[src/rtl/tatzel_trim_pkg.sv]
// Shared types and helpers for the tatzel reference trim controller.
package tatzel_trim_pkg;

  typedef enum logic [1:0] {
    IDLE   = 2'd0,
    SETTLE = 2'd1,
    SAMPLE = 2'd2,
    DONE   = 2'd3
  } trim_state_e;

  // LSB position of channel ch inside a packed array of w-bit codes.
  function automatic int ch_lsb(input int ch, input int w);
    return ch * w;
  endfunction

endpackage

[src/rtl/tatzel_sync2.sv]
// Two-flop synchroniser for a single asynchronous level signal.
module tatzel_sync2 (
  input  logic clk,
  input  logic rst,
  input  logic d,
  output logic q
);

  logic meta;

  always_ff @(posedge clk) begin
    if (rst) begin
      meta <= 1'b0;
      q    <= 1'b0;
    end else begin
      meta <= d;
      q    <= meta;
    end
  end

endmodule

[src/rtl/tatzel_trim_sar.sv]
// Multi-channel SAR trim controller: holds one trim code per reference channel
// and runs a comparator-driven binary search on one channel on request.
//
//   state  | meaning
//   IDLE   | waiting; accepts start or a manual code write
//   SETTLE | trial code applied, settle down-counter running
//   SAMPLE | synced comparator decides the current trial bit
//   DONE   | result/sat captured, done pulse high for this cycle
module tatzel_trim_sar
  import tatzel_trim_pkg::*;
#(
  parameter int TRIM_W     = 6,
  parameter int N_CH       = 2,
  parameter int SETTLE_CYC = 4,
  parameter int RESET_CODE = 1 << (TRIM_W - 1)
) (
  input  logic                                     clk,
  input  logic                                     rst,
  input  logic                                     start,
  input  logic                                     abort,
  input  logic [((N_CH > 1) ? $clog2(N_CH) : 1)-1:0] ch_sel,
  input  logic                                     cmp_in,
  input  logic                                     manual_we,
  input  logic [TRIM_W-1:0]                        manual_code,
  output logic [N_CH*TRIM_W-1:0]                   trim_out,
  output logic                                     busy,
  output logic                                     done,
  output logic [TRIM_W-1:0]                        result,
  output logic                                     sat
);

  localparam int CH_W  = (N_CH > 1) ? $clog2(N_CH) : 1;
  localparam int B_W   = $clog2(TRIM_W);
  localparam int CNT_W = $clog2(SETTLE_CYC);
  localparam logic [TRIM_W-1:0] MSB_CODE    = {1'b1, {(TRIM_W-1){1'b0}}};
  localparam logic [TRIM_W-1:0] RST_CODE    = TRIM_W'(RESET_CODE);
  localparam logic [B_W-1:0]    BIT_MSB     = B_W'(TRIM_W - 1);
  localparam logic [CNT_W-1:0]  SETTLE_LOAD = CNT_W'(SETTLE_CYC - 1);

  generate
    if (SETTLE_CYC < 2) begin : g_bad_settle
      $error("tatzel_trim_sar: SETTLE_CYC must be >= 2");
    end
    if (TRIM_W < 2) begin : g_bad_width
      $error("tatzel_trim_sar: TRIM_W must be >= 2");
    end
    if (N_CH < 1) begin : g_bad_nch
      $error("tatzel_trim_sar: N_CH must be >= 1");
    end
  endgenerate

  trim_state_e       state_q;
  logic [TRIM_W-1:0] code_q [N_CH];
  logic [CH_W-1:0]   ch_q;
  logic [TRIM_W-1:0] save_q;
  logic [B_W-1:0]    bit_q;
  logic [CNT_W-1:0]  cnt_q;
  logic              cmp_s;
  logic              sel_ok;
  logic [TRIM_W-1:0] sample_code;
  logic              sample_sat;

  tatzel_sync2 u_cmp_sync (
    .clk (clk),
    .rst (rst),
    .d   (cmp_in),
    .q   (cmp_s)
  );

  assign sel_ok = (32'(ch_sel) < 32'(N_CH));

  // Code after the current bit decision: drop the trial bit on a low
  // comparator, then raise the next trial bit if one remains.
  always_comb begin
    sample_code = code_q[ch_q];
    if (!cmp_s) begin
      sample_code[bit_q] = 1'b0;
    end
    if (bit_q != '0) begin
      sample_code[bit_q - 1'b1] = 1'b1;
    end
    sample_sat = (sample_code == '0) || (&sample_code);
  end

  always_ff @(posedge clk) begin
    if (rst) begin
      state_q <= IDLE;
      for (int k = 0; k < N_CH; k++) begin
        code_q[k] <= RST_CODE;
      end
      ch_q   <= '0;
      save_q <= '0;
      bit_q  <= '0;
      cnt_q  <= '0;
      busy   <= 1'b0;
      done   <= 1'b0;
      result <= '0;
      sat    <= 1'b0;
    end else begin
      done <= 1'b0;
      case (state_q)
        IDLE: begin
          if (start && sel_ok) begin
            ch_q           <= ch_sel;
            save_q         <= code_q[ch_sel];
            code_q[ch_sel] <= MSB_CODE;
            bit_q          <= BIT_MSB;
            cnt_q          <= SETTLE_LOAD;
            busy           <= 1'b1;
            state_q        <= SETTLE;
          end else if (manual_we && sel_ok) begin
            code_q[ch_sel] <= manual_code;
          end
        end
        SETTLE: begin
          if (abort) begin
            code_q[ch_q] <= save_q;
            busy         <= 1'b0;
            state_q      <= IDLE;
          end else if (cnt_q == '0) begin
            state_q <= SAMPLE;
          end else begin
            cnt_q <= cnt_q - 1'b1;
          end
        end
        SAMPLE: begin
          if (abort) begin
            code_q[ch_q] <= save_q;
            busy         <= 1'b0;
            state_q      <= IDLE;
          end else begin
            code_q[ch_q] <= sample_code;
            if (bit_q != '0) begin
              bit_q   <= bit_q - 1'b1;
              cnt_q   <= SETTLE_LOAD;
              state_q <= SETTLE;
            end else begin
              result  <= sample_code;
              sat     <= sample_sat;
              done    <= 1'b1;
              busy    <= 1'b0;
              state_q <= DONE;
            end
          end
        end
        DONE: begin
          state_q <= IDLE;
        end
        default: begin
          state_q <= IDLE;
        end
      endcase
    end
  end

  generate
    for (genvar k = 0; k < N_CH; k++) begin : g_trim_out
      assign trim_out[ch_lsb(k, TRIM_W) +: TRIM_W] = code_q[k];
    end
  endgenerate

endmodule
[config.mk]
export PLATFORM = sky130hd
export DESIGN_NAME = tatzel_trim_sar
export DESIGN_NICKNAME = d
export VERILOG_FILES = /design/src/rtl/tatzel_trim_pkg.sv /design/src/rtl/tatzel_sync2.sv /design/src/rtl/tatzel_trim_sar.sv
export SDC_FILE = /design/constraint.sdc
export NUM_CORES = 1
export LEC_CHECK = 0
export ABC_CLOCK_PERIOD_IN_PS = 4900
export CAP_MARGIN = 20
export CORE_ASPECT_RATIO = 0.6
export CORE_MARGIN = 3
export CORE_UTILIZATION = 65
export CTS_CLUSTER_SIZE = 8
export DETAILED_ROUTE_END_ITERATION = 8
export DONT_BUFFER_PORTS = 1
export GPL_ROUTABILITY_DRIVEN = 1
export PLACE_DENSITY = 0.8
export SLEW_MARGIN = 0
export SYNTH_ARGS = -nofsm -noshare
export SYNTH_HDL_FRONTEND = slang
export SYNTH_SLANG_ARGS = --single-unit
[constraint.sdc]
create_clock -name clk -period 4.9 [get_ports clk]
set_input_delay 0.735 -clock clk [delete_from_list [all_inputs] [get_ports clk]]
set_output_delay 0.735 -clock clk [all_outputs]
set_load 0.1 [all_outputs]
* After elaboration in Yosys (flattened, before gate mapping)
Memories as Yosys holds them, arrays and structs flattened. A register that Yosys moved wholly into a read port is not among the register bits. Index checks and enable logic that the tools add are counted.
Storage, ports and cells: register bits after elaboration 19, input bits 13, memories 1, output and inout port bits 21, memory bits (writable) 12, word-level logic and storage cells 117
Memory list:
- code_q | depth 2, width 6, rd ports 4, clocked after memory_dff 2, wr ports 2, RTL line tatzel_trim_sar.sv:53 | logic [TRIM_W-1:0] code_q [N_CH];
Cells by class: reductions and logical operators 19, add/sub/neg operators 2, equal/unequal tests 11, bitwise operators 9, multiplexer cells 61, $lt $le $gt $ge 4
Operator list (count):
- $mux 6 | 7
- $mux 1 | 35
- $mux 2 | 10
- $ne 2x2->1 const B | 6
- $reduce_and 6->1 | 2
- $reduce_or 6->1 | 2
- $mux 3 | 3
- $lt 3x4->1 const B | 2
- $pmux 2 s4 | 1
- $reduce_and 4->1 | 2
- $and 6x6->6 | 1
- $demux 1 s3 | 2
- $ge 3x1->1 const B | 2
- $logic_not 6->1 | 1
- $ne 3x3->1 const B | 2
- $not 6->6 | 1
- $or 6x6->6 | 1
- $pmux 2 s3 | 1
- $pmux 3 s2 | 1
- $reduce_bool 3->1 | 2
- $eq 2x2->1 const B | 2
- $logic_not 2->1 | 2
- $reduce_and 2->1 | 2
- $not 1->1 | 3
- 10 further kinds | 13

* Logic depth before layout (Yosys ltp)
depth after elaboration 11, mapped depth 9, depth with buffers taken out 8

* By module
A second synthesis with hierarchy kept.
Unflattened totals: cell total of the unflattened synthesis 222, area total of the unflattened synthesis 2008.2 sq um
By module, submodules not included:
- tatzel_trim_sar | area each 1955.6 sq um, sequential area each 840.8 sq um, cells each 218, instances 1
- tatzel_sync2 | area each 52.6 sq um, sequential area each 40.0 sq um, cells each 4, instances 1

* Worst setup path after synthesis
OpenSTA, ideal clock, no wires.
kind input to register, start in rst, end mem code_q[1][0], enable pin, setup slack 2824 ps, data arrival time 1792 ps, setup time 284 ps, stages 4, data required time 4616 ps, path buffers 1, cell sequence clkbuf_1 nor2_1 and2_1 or3_1
RTL lines:
- start, declared | RTL line tatzel_trim_sar.sv:18 | input logic rst,
- end, declared | RTL line tatzel_trim_sar.sv:53

* Worst setup path in the final report
start reg state_q[0], end reg sat
Between the ends: cells in the longest elaborated chain, start to end 2
RTL lines:
- start, declared | RTL line tatzel_trim_sar.sv:52 | trim_state_e state_q;
- start signal, assigned | RTL line tatzel_trim_sar.sv:87 | state_q <= IDLE;
- start signal, assigned | RTL line tatzel_trim_sar.sv:110 | state_q <= SETTLE;
- start signal, assigned | RTL line tatzel_trim_sar.sv:119 | state_q <= IDLE;
- $eq 2x2->1 | RTL line tatzel_trim_sar.sv:101 | case (state_q)
- $reduce_and 3->1 (no line)
- end signal, assigned | RTL line tatzel_trim_sar.sv:139 | sat <= sample_sat;
- end, declared | RTL line tatzel_trim_sar.sv:29 | output logic sat
No other way between the ends. A chain may end at the register's enable or synchronous reset.

==> flow_summary_export.csv <==
group,metric,value,unit
synthesis,ys.warnings.count,0,
routing,dr_total_vias,1790,
cells_and_area,syn_to_final_growth,4.84,%
sta,drv_slew,0,
cts,cts_root_buffer,"clkbuf_8",
place,io_buffers,0,
sta,post-route-min-period,2.39,ns
global_routing,grt_max_degree,36,
routing,wl,4950,um
cts,cts_hold_buffers,0,
routing,drt_iter0_markers,174,
synthesis,avgSynthCellArea,9.25,um^2
floorplan,floorplan.initialDensity,71.5,%
critical_path,crit_arrival,2.56,ns
cts,h-tree-depth,2,
sta,setup_viol,0,
sta,tightest_slew,1.01,ns
synthesis,yosysSeqAreaShare,41.0,%
cells_and_area,seq_area,881,um^2
cts,clock_latency,0.29,ns
global_routing,grt_pass1_wl,8100,um
cells_and_area,antenna_cells,0,
synthesis,synth.area.mux_share,7.76,%
flow_run,drv_cap,0,
critical_path,cp-start-kind,"flip-flop",
floorplan,placementRows,15,
sta,worst_slack,2.51,ns
critical_path,crit_required,5.07,ns
cells_and_area,final_nets,249,
place,post_dp_cell_area,2140,um^2
routing,drc,0,
cts,numCtsBuffers,5,
routing,drtPass1Iterations,5,
synthesis,synth_nets,253,
sta,hold_viol_final,0,
critical_path,cp_max_fo,14,
floorplan,die-area,4050,um^2
synthesis,netlist.area_leader.share,24.3,%
global_routing,antenna_found_initial,0,
sta,rsz0062_at_grt,"no",
cts,cts_resized,0,
sta,maxSlewHeadroom,32.4,%
critical_path,end_kind,"flip-flop",
synthesis,syn_inst,232,
floorplan,io_pins,34,
synthesis,synth_top_family_by_area,"simple AND/OR/NAND/NOR gates",
global_routing,grt.total_usage,26.2,%
synthesis,synth-simple-area-share,21.2,%
place,finalWeightedCongestion,0.976,
floorplan,fp.coreArea,3000,um^2
cts,post_cts.repair.setup_buffers,0,
synthesis,ys_seq_elements,38,
sta,finalCritPeriodShare,48.8,%
cts,cts_tree,"yes",
sta,final.setup_skew,0.00987,ns
routing,postRouteAntennaNets,0,
synthesis,synth.cell_area,2150,um^2
routing,viasPerCell,6.61,
synthesis,yosysUniqueCellTypes,49,
power_and_ir_drop,power_density,385,nW/um^2
cells_and_area,fillers,219,
place,place_hpwl,3790,um
critical_path,worstSetupPathType,"reg -> reg",
cells_and_area,multiInputGateArea,1180,um^2
synthesis,synthArstFlopShare,0,%
place,dp_slack,2.52,ns
sta,fmaxAchievable,0.418,GHz
cells_and_area,design_area,2250,um^2
global_routing,grt_overflow,0,
cts,cts.sinks,38,
sta,setup_tns,0,ns
synthesis,synth_common_cells,"nor2_1, dfxtp_1, nand2_1",
global_routing,grt_pass1_vias,1628,
floorplan,die_h,50.5,um
cts,clk_pin_slew,0.07,ns
worst_hold_path,hp-class,"reg -> reg",
synthesis,synth_compound_area_share,21.2,%
synthesis,synth.most_common_cell,"nor2_1",
synthesis,yosys.area_share.xor_xnor,0,%
synthesis,synthTopCellsByArea,"dfxtp_1, edfxtp_1, mux2i_1, nor2_1, a211oi_1",
synthesis,synth_edf_count,12,
floorplan,die_w,80.2,um
status,outcome,"finished clean",
synthesis,yosys.area_share.adder,4.66,%
power_and_ir_drop,peakVddDrop,0.268,mV
cts,clk_path_buf_depth,2,
sta,fin_hold_ws,0.453,ns
cells_and_area,layout-drive-gt1-share,9.17,%
synthesis,synth_top_area_cell,"dfxtp_1",
power_and_ir_drop,p_leak,0.826,nW
routing,wire_per_inst,18.3,um
synthesis,synth_ff_type,"dfxtp_1",
## through the flow
step / cells / util (%) / power [mW]
final: 271 / 74.9 / 0.866
after global routing: 271 / 74.9 / 0.905
after CTS: 271 / 74.9 / 0.864
after detailed placement: 263 / 71.4 / 0.608
after global placement: 263 / 71.4 / 0.598
after floorplan: 232 / - / 0.580
## kinds of logic after synthesis
logic type	after synthesis
buffers and inverters	20
multiplexers	16
AND/OR/NAND/NOR	88
AO/OA/AOI/OAI	62
flip-flops	38
adder cells (fa/ha/maj)	8
## area by class of cell
| type | instances | share of cell area, % |
|---|---|---|
| multi-input cells | 174 | 52.3 |
| flip-flops and latches | 38 | 39.2 |
| well taps | 42 | 2.34 |
| inverters | 9 | 1.50 |
| clock buffers | 7 | 3.39 |
| clock inverters | 1 | 1.33 |
## per-layer routing
layer	track usage, %	share of wire [%]	vias to the layer above
met5	0	0	-
met4	5.34	0.69	0
met3	8.60	11	7
met2	34.6	42	98
met1	40.8	47	852
li1	-	-	833
## where the power goes
group	switching, mW	leakage (nW)	internal, mW
clock network	0.107	0.0524	0.152
registers	0.0929	0.333	0.351
logic	0.0967	0.440	0.0654
## state kept, by name, indices dropped and copies added (netlist names), 2 cells and up, named ones only
register and flops:
bit_q 3, cnt_q 2, code_q 12, result 6
save_q 6, state_q 2
## cells in the final DEF, fill, tap and decap left out, types with 2 or more instances in the layout
master	synthesis	routed
nor2_1	33	33
dfxtp_1	26	26
nand2_1	20	20
mux2i_1	14	14
a211oi_1	14	14
edfxtp_1	12	12
inv_1	8	8
a21oi_1	8	8
o21ai_1	8	8
ha_1	8	8
nor2b_1	7	7
nor3_1	5	5
o21a_1	5	5
clkbuf_8	0	5
nand2b_1	4	4
or3_1	4	4
o21ai_0	4	4
a22o_1	4	4
and2_1	3	3
nor3b_1	3	3
a21oi_2	2	2
nor4_2	2	2
o21bai_1	2	2
a32o_1	2	2
a21o_1	2	2
a22oi_1	2	2
clkbuf_1	5	2
## worst max-delay path, cell delays in order, from the launching register on
cell and delay, ns:
dfxtp_1 0.35, inv_1 0.11, ha_1 0.29, nand2b_1 0.35
nor2_1 0.78, nor3b_1 0.11, a41oi_1 0.19, o21ai_1 0.10
## path summary, 6_finish.rpt
path	from	to	slack (ns)	cells past startpoint
min	u_cmp_sync.meta	u_cmp_sync.q	0.45	1
min reg2reg	u_cmp_sync.meta	u_cmp_sync.q	0.45	1
max	state_q[0]	sat	2.51	7
max reg2reg	state_q[0]	sat	2.51	7
(Power assumes the default switching activity.)
